[src/rtl/alu_pkg.sv]
// Shared types for the sequential ALU: opcodes, FSM states and the
// shift-class helper used when deciding whether an op takes the serial path.
package alu_pkg;

    typedef enum logic [3:0] {
        OP_AND  = 4'd0,
        OP_OR   = 4'd1,
        OP_XOR  = 4'd2,
        OP_ADD  = 4'd3,
        OP_SUB  = 4'd4,
        OP_SLT  = 4'd5,
        OP_SLTE = 4'd6,
        OP_EQ   = 4'd7,
        OP_ADC  = 4'd8,
        OP_SBB  = 4'd9,
        OP_SHL  = 4'd10,
        OP_SHR  = 4'd11,
        OP_SRA  = 4'd12,
        OP_ROL  = 4'd13,
        OP_ROR  = 4'd14,
        OP_RSVD = 4'd15
    } alu_op_e;

    typedef enum logic [1:0] {
        IDLE  = 2'd0,
        SHIFT = 2'd1,
        DONE  = 2'd2
    } alu_state_e;

    function automatic logic is_shift(alu_op_e o);
        return (o == OP_SHL) || (o == OP_SHR) || (o == OP_SRA) ||
               (o == OP_ROL) || (o == OP_ROR);
    endfunction

endpackage

[src/rtl/alu_shift_step.sv]
// One-bit shift/rotate of a WIDTH-bit word. The top level feeds the output
// back through its working register, so n steps cost n cycles.
module alu_shift_step
    import alu_pkg::*;
#(
    parameter int WIDTH = 8
) (
    input  logic [WIDTH-1:0] d,
    input  alu_op_e          mode,
    output logic [WIDTH-1:0] q
);

    // Select the single-bit move for the current shift mode
    always_comb begin
        q = d;
        case (mode)
            OP_SHL:  q = {d[WIDTH-2:0], 1'b0};
            OP_SHR:  q = {1'b0, d[WIDTH-1:1]};
            OP_SRA:  q = {d[WIDTH-1], d[WIDTH-1:1]};
            OP_ROL:  q = {d[WIDTH-2:0], d[WIDTH-1]};
            OP_ROR:  q = {d[0], d[WIDTH-1:1]};
            default: q = d;
        endcase
    end

endmodule

[src/rtl/alu_seq.sv]
// Handshaked ALU with registered result/flags, a chained carry register and a
// serial shifter. Non-shift ops (and shifts by zero) complete in one cycle;
// shifts by n>0 spend n cycles in SHIFT before presenting the result.
module alu_seq
    import alu_pkg::*;
#(
    parameter int WIDTH      = 8,
    parameter bit SIGNED_CMP = 1'b0
) (
    input  logic             clk,
    input  logic             reset,
    input  logic             in_valid,
    output logic             in_ready,
    input  logic [3:0]       op,
    input  logic [WIDTH-1:0] op1,
    input  logic [WIDTH-1:0] op2,
    output logic             out_valid,
    input  logic             out_ready,
    output logic [WIDTH-1:0] result,
    output logic             zero,
    output logic             carry,
    output logic             equal,
    output logic             less_than,
    output logic             busy
);

    localparam int SHW = $clog2(WIDTH);

    alu_state_e       state_q;
    alu_op_e          mode_q;
    logic [WIDTH-1:0] work_q;
    logic [WIDTH-1:0] result_q;
    logic [SHW-1:0]   cnt_q;
    logic             carry_q;
    logic             carry_flag_q;
    logic             zero_q;
    logic             equal_q;
    logic             lt_q;
    logic             eq_pend_q;
    logic             lt_pend_q;

    alu_op_e          op_e;
    logic             accept;
    logic [SHW-1:0]   amt;
    logic             cin;
    logic [WIDTH:0]   sum_d;
    logic [WIDTH:0]   diff_d;
    logic             eq_d;
    logic             lt_d;
    logic [WIDTH-1:0] res_d;
    logic             carry_d;
    logic             carry_upd;
    logic             rsvd;
    logic             zero_d;
    logic             cflag_d;
    logic [WIDTH-1:0] step_q;

    assign op_e      = alu_op_e'(op);
    assign in_ready  = (state_q == IDLE) || ((state_q == DONE) && out_ready);
    assign accept    = in_valid && in_ready;
    assign out_valid = (state_q == DONE);
    assign busy      = (state_q != IDLE);
    assign amt       = op2[SHW-1:0];
    assign rsvd      = (op_e == OP_RSVD);

    assign result    = result_q;
    assign zero      = zero_q;
    assign carry     = carry_flag_q;
    assign equal     = equal_q;
    assign less_than = lt_q;

    // Carry-in only participates for the chained variants; carry_q is already
    // registered when an ADC/SBB is accepted on the previous op's handshake.
    assign cin    = ((op_e == OP_ADC) || (op_e == OP_SBB)) ? carry_q : 1'b0;
    assign sum_d  = {1'b0, op1} + {1'b0, op2} + {{WIDTH{1'b0}}, cin};
    assign diff_d = {1'b0, op1} - {1'b0, op2} - {{WIDTH{1'b0}}, cin};
    assign eq_d   = (op1 == op2);
    assign lt_d   = SIGNED_CMP ? ($signed(op1) < $signed(op2)) : (op1 < op2);

    alu_shift_step #(.WIDTH(WIDTH)) u_step (
        .d    (work_q),
        .mode (mode_q),
        .q    (step_q)
    );

    // Single-cycle result for the op presented at the inputs
    always_comb begin
        res_d     = op1 & op2;
        carry_d   = carry_q;
        carry_upd = 1'b0;
        case (op_e)
            OP_AND:  res_d = op1 & op2;
            OP_OR:   res_d = op1 | op2;
            OP_XOR:  res_d = op1 ^ op2;
            OP_ADD, OP_ADC: begin
                res_d     = sum_d[WIDTH-1:0];
                carry_d   = sum_d[WIDTH];
                carry_upd = 1'b1;
            end
            OP_SUB, OP_SBB: begin
                res_d     = diff_d[WIDTH-1:0];
                carry_d   = diff_d[WIDTH];
                carry_upd = 1'b1;
            end
            OP_SLT:  res_d = {{(WIDTH-1){1'b0}}, lt_d};
            OP_SLTE: res_d = {{(WIDTH-1){1'b0}}, lt_d | eq_d};
            OP_EQ:   res_d = {{(WIDTH-1){1'b0}}, eq_d};
            OP_SHL, OP_SHR, OP_SRA, OP_ROL, OP_ROR: res_d = op1;
            default: res_d = op1 & op2;
        endcase
    end

    // Flags for the single-cycle path; the reserved opcode clears all of them
    always_comb begin
        zero_d  = rsvd ? 1'b0 : (res_d == '0);
        cflag_d = rsvd ? 1'b0 : (carry_upd ? carry_d : carry_q);
    end

    // Control FSM, serial shifter, carry chain and output registers
    always_ff @(posedge clk) begin
        if (reset) begin
            state_q      <= IDLE;
            mode_q       <= OP_AND;
            cnt_q        <= '0;
            result_q     <= '0;
            zero_q       <= 1'b0;
            carry_q      <= 1'b0;
            carry_flag_q <= 1'b0;
            equal_q      <= 1'b0;
            lt_q         <= 1'b0;
            eq_pend_q    <= 1'b0;
            lt_pend_q    <= 1'b0;
        end else if (state_q == SHIFT) begin
            work_q <= step_q;
            cnt_q  <= cnt_q - SHW'(1);
            if (cnt_q == SHW'(1)) begin
                state_q      <= DONE;
                result_q     <= step_q;
                zero_q       <= (step_q == '0);
                carry_flag_q <= carry_q;
                equal_q      <= eq_pend_q;
                lt_q         <= lt_pend_q;
            end
        end else if (accept) begin
            if (is_shift(op_e) && (amt != '0)) begin
                state_q   <= SHIFT;
                work_q    <= op1;
                mode_q    <= op_e;
                cnt_q     <= amt;
                eq_pend_q <= eq_d;
                lt_pend_q <= lt_d;
            end else begin
                state_q      <= DONE;
                result_q     <= res_d;
                zero_q       <= zero_d;
                carry_flag_q <= cflag_d;
                equal_q      <= rsvd ? 1'b0 : eq_d;
                lt_q         <= rsvd ? 1'b0 : lt_d;
                if (carry_upd) begin
                    carry_q <= carry_d;
                end
            end
        end else if ((state_q == DONE) && out_ready) begin
            state_q <= IDLE;
        end
    end

endmodule

[config.mk]
export PLATFORM = sky130hd
export DESIGN_NAME = alu_seq
export DESIGN_NICKNAME = d
export VERILOG_FILES = /design/src/rtl/alu_pkg.sv /design/src/rtl/alu_shift_step.sv /design/src/rtl/alu_seq.sv
export SDC_FILE = /design/constraint.sdc
export NUM_CORES = 1
export LEC_CHECK = 0
export CORE_ASPECT_RATIO = 1.4
export CORE_MARGIN = 2
export CORE_UTILIZATION = 52
export CTS_CLUSTER_DIAMETER = 40
export DETAILED_ROUTE_END_ITERATION = 12
export GPL_TIMING_DRIVEN = 0
export PLACE_DENSITY = 0.78
export SYNTH_ARGS = -nofsm -noshare
export SYNTH_HDL_FRONTEND = slang
export SYNTH_SLANG_ARGS = --single-unit
[constraint.sdc]
create_clock -name clk -period 3.7 [get_ports clk]
set_input_delay 1.11 -clock clk [delete_from_list [all_inputs] [get_ports clk]]
set_output_delay 1.11 -clock clk [all_outputs]
set_load 0.03 [all_outputs]
==> results.py <==
metrics = {
    "outcome": {
        "status": "finished with violations",
        "violations": "setup timing",
    },
    "synth": {
        "synthMuxAreaShare": 0.01853,
        "synth_enable_flop_cells": 8,
        "synth_nets": 490,
        "synth-simple-area-share": 0.1929,
        "synth-xor-area-share": 0.02383,
        "yosysMostFrequentCell": "nor2_1",
        "synth_area_sq_um": 3308,
        "synth_cells": 422,
        "synth_compound_area_frac": 0.2924,
        "synth.top_cell.area_share": 0.1513,
        "synth.area.top_cells": "ha_1 15%, dfxtp_1 15%, edfxtp_1 7.3%",
        "synth_fa_ha_area_frac": 0.1755,
        "yosys.area.top_type": "ha_1",
        "dominantRegCellSynth": "dfxtp_1",
        "synthTopCellsByCount": "43 x nor2_1, 40 x ha_1, 38 x inv_1",
        "seq_area_frac_synth": 0.2179,
        "synth_top_family_by_area": "compound AO/OA/AOI/OAI gates",
        "yosysWarnings": 0,
        "ys_ff_latch": 32,
        "async_flop_share": 0,
        "synth_cell_types": 66,
        "avgSynthCellArea_sq_um": 7.839,
    },
    "sta": {
        "min_period_ns": 3.713,
        "clock_skew_ns": 0.009972,
        "max_freq_ghz": 0.2693,
        "rsz0062_at_grt": "true",
        "whs_ns": 0.4544,
        "maxSlewHeadroom": 0.3245,
        "setup_slack_ns": -0.01265,
        "min_period_over_period": 1.003,
        "setup_tns_ns": -0.01265,
        "setup_viol": 1,
        "tightestPinTransition_ns": 1.013,
        "hold_viol_final": 0,
        "drv_slew": 0,
    },
    "route": {
        "wl_per_cell_microns": 18.78,
        "drt_wl_total_microns": 10390,
        "vias": 3559,
        "drc": 0,
        "dr_wl_met2_microns": 5297,
        "wl_met3_microns": 621,
        "viasPerCell": 6.436,
        "ant_nets": 0,
        "drtPass1Iterations": 7,
        "top_layer_used": "met4",
        "wl_met1_microns": 3814,
        "drt-initial-drc-count": 281,
    },
    "global_routing": {
        "first_global_vias": 3408,
        "grt_pass1_wl_microns": 16520,
        "grt_max_degree": 11,
        "antenna_found_initial": 0,
        "grt_usage": 0.2965,
        "grt_overflow": 0,
    },
    "final_layout": {
        "fin_area_sq_um": 4283,
        "final-instance-count-excl-fill": 553,
        "drive_above_1_share": 0.1871,
        "register_area_sq_um": 720.7,
        "nFillCells": 519,
        "multi_input_area_sq_um": 2611,
        "final_nets": 548,
        "area_growth_pct": 29.46,
        "antenna_cells": 0,
    },
    "place": {
        "gp_congestion": 1.004,
        "placed_area_sq_um": 3795,
        "dp_hpwl_microns": 7691,
        "port-buffer-count": 37,
        "dp.cells": 531,
    },
    "clock_tree": {
        "numCtsBuffers": 5,
        "htreeDepth": 2,
        "cts_tree": "yes",
        "root_buffer": "clkbuf_8",
        "clkTransAtPathRegs_ns": 0.07,
        "cts_hold_buf": 0,
        "clock_sinks": 32,
        "cts_buffer_depth": 2,
        "insertion_delay_ns": 0.29,
    },
    "floorplan": {
        "rows": 34,
        "die-width_microns": 71.41,
        "ios": 39,
        "fp.dieH_microns": 98.38,
        "start_util": 0.5363,
        "dieArea_sq_um": 7025,
        "core_region_area_sq_um": 6168,
    },
    "critical_path": {
        "cp_max_fo": 7,
        "path_class": "input pin to flop",
        "worstPathRequired_ns": 3.92,
        "crit_path_start_kind": "input pin",
        "arrival_ns": 3.93,
        "endpoint_kind": "flop",
        "r2r_slack_ns": 0.63,
    },
    "pwr": {
        "p_per_area_nw_per_um2": 302.2,
        "ir_drop_mv": 0.1747,
        "p_leak_uw": 0.001761,
    },
    "run": {
        "drv_cap": 0,
    },
    "hold_path": {
        "hold_class": "flop to flop",
    },
}
==> cell type report <==
cell class / count / area share
buffer: 20 / 0.02775
clock buffer: 7 / 0.02279
clock inverter: 1 / 0.001169
inverter: 38 / 0.03330
multi-input combinational: 330 / 0.6097
sequential: 32 / 0.1683
tap: 72 / 0.02103
timing repair buffer: 53 / 0.1160
==> flip-flops by register name (all words and copies together) (netlist names) <==
register and flops:
carry_q 1, carry 1, cnt_q 3, result 8, equal 1, zero 1, mode_q 4, eq_pend_q 1
less_than 1, work_q 8, lt_pend_q 1, state_q 2
==> per-stage QoR <==
step | utilization | setup WS [ns] | total power [uW]
2_1_floorplan | - | 0.03151 | 735.5
3_3_place_gp | 0.6152 | -0.9563 | 884.5
3_5_place_dp | 0.6152 | -1.025 | 895.7
4_1_cts | 0.6592 | 0.001227 | 1237
5_1_grt | 0.6943 | -0.06910 | 1356
6_report | 0.6943 | -0.01265 | 1294
==> what timing repair did <==
action | in CTS | in global routing
pin swaps | 16 | 20
gates resized for setup | 51 | 49
setup endpoints to repair | 18 | 14
buffers inserted | 9 | 8
==> critical path, stage by stage <==
cell,delay [ns]
clkdlybuf4s50_1,0.56
inv_2,0.10
ha_4,0.29
or4_1,0.58
a21oi_2,0.22
o41ai_1,0.12
o221ai_2,0.20
nand4b_1,0.16
o311a_1,0.41
nor3_2,0.15
==> kinds of logic after synthesis <==
logic type / after synthesis
AO/OA/AOI/OAI: 145
AND/OR/NAND/NOR: 126
multiplexers: 6
adder cells (fa/ha/maj): 44
buffers and inverters: 60
XOR/XNOR: 9
flip-flops: 32
==> layout by cell type (no fill, tap or decap), types with 6 or more instances in the layout <==
cell type        count
edfxtp_1             8
nor3_1               6
nand2b_1             6
nor2_1              43
o22ai_1              6
buf_4               16
nand3_1              9
o211ai_1             7
ha_1                28
ha_4                 9
inv_2                8
a21o_1               9
o21ai_0             21
dfxtp_1             24
o21ai_1              6
a311oi_1             6
a22o_1               6
nand2_1             24
clkbuf_1            11
o21a_1               6
a21oi_1             34
inv_1               30
clkdlybuf4s50_1     23
==> layer usage <==
layer | GRT usage | up-vias
met3 | 0.04025 | 55
met4 | 0.1640 | 0
met5 | 0 | -
met2 | 0.5299 | 180
li1 | - | 1644
met1 | 0.3297 | 1680
==> power by group <==
group | internal [uW] | switching, uW
registers | 387 | 19.3
logic | 251 | 325
clock network | 173 | 139
==> path summary, 6_finish.rpt <==
check                         start                      to  cells past startpoint
max reg2reg    carry_q$_SDFFE_PP0P_       zero$_SDFFE_PP0P_                     10
min reg2reg  result[6]$_SDFFE_PP0P_  result[6]$_SDFFE_PP0P_                      2
max                          op1[7]       zero$_SDFFE_PP0P_                     10
min          result[6]$_SDFFE_PP0P_  result[6]$_SDFFE_PP0P_                      2
(Power assumes the default switching activity.)
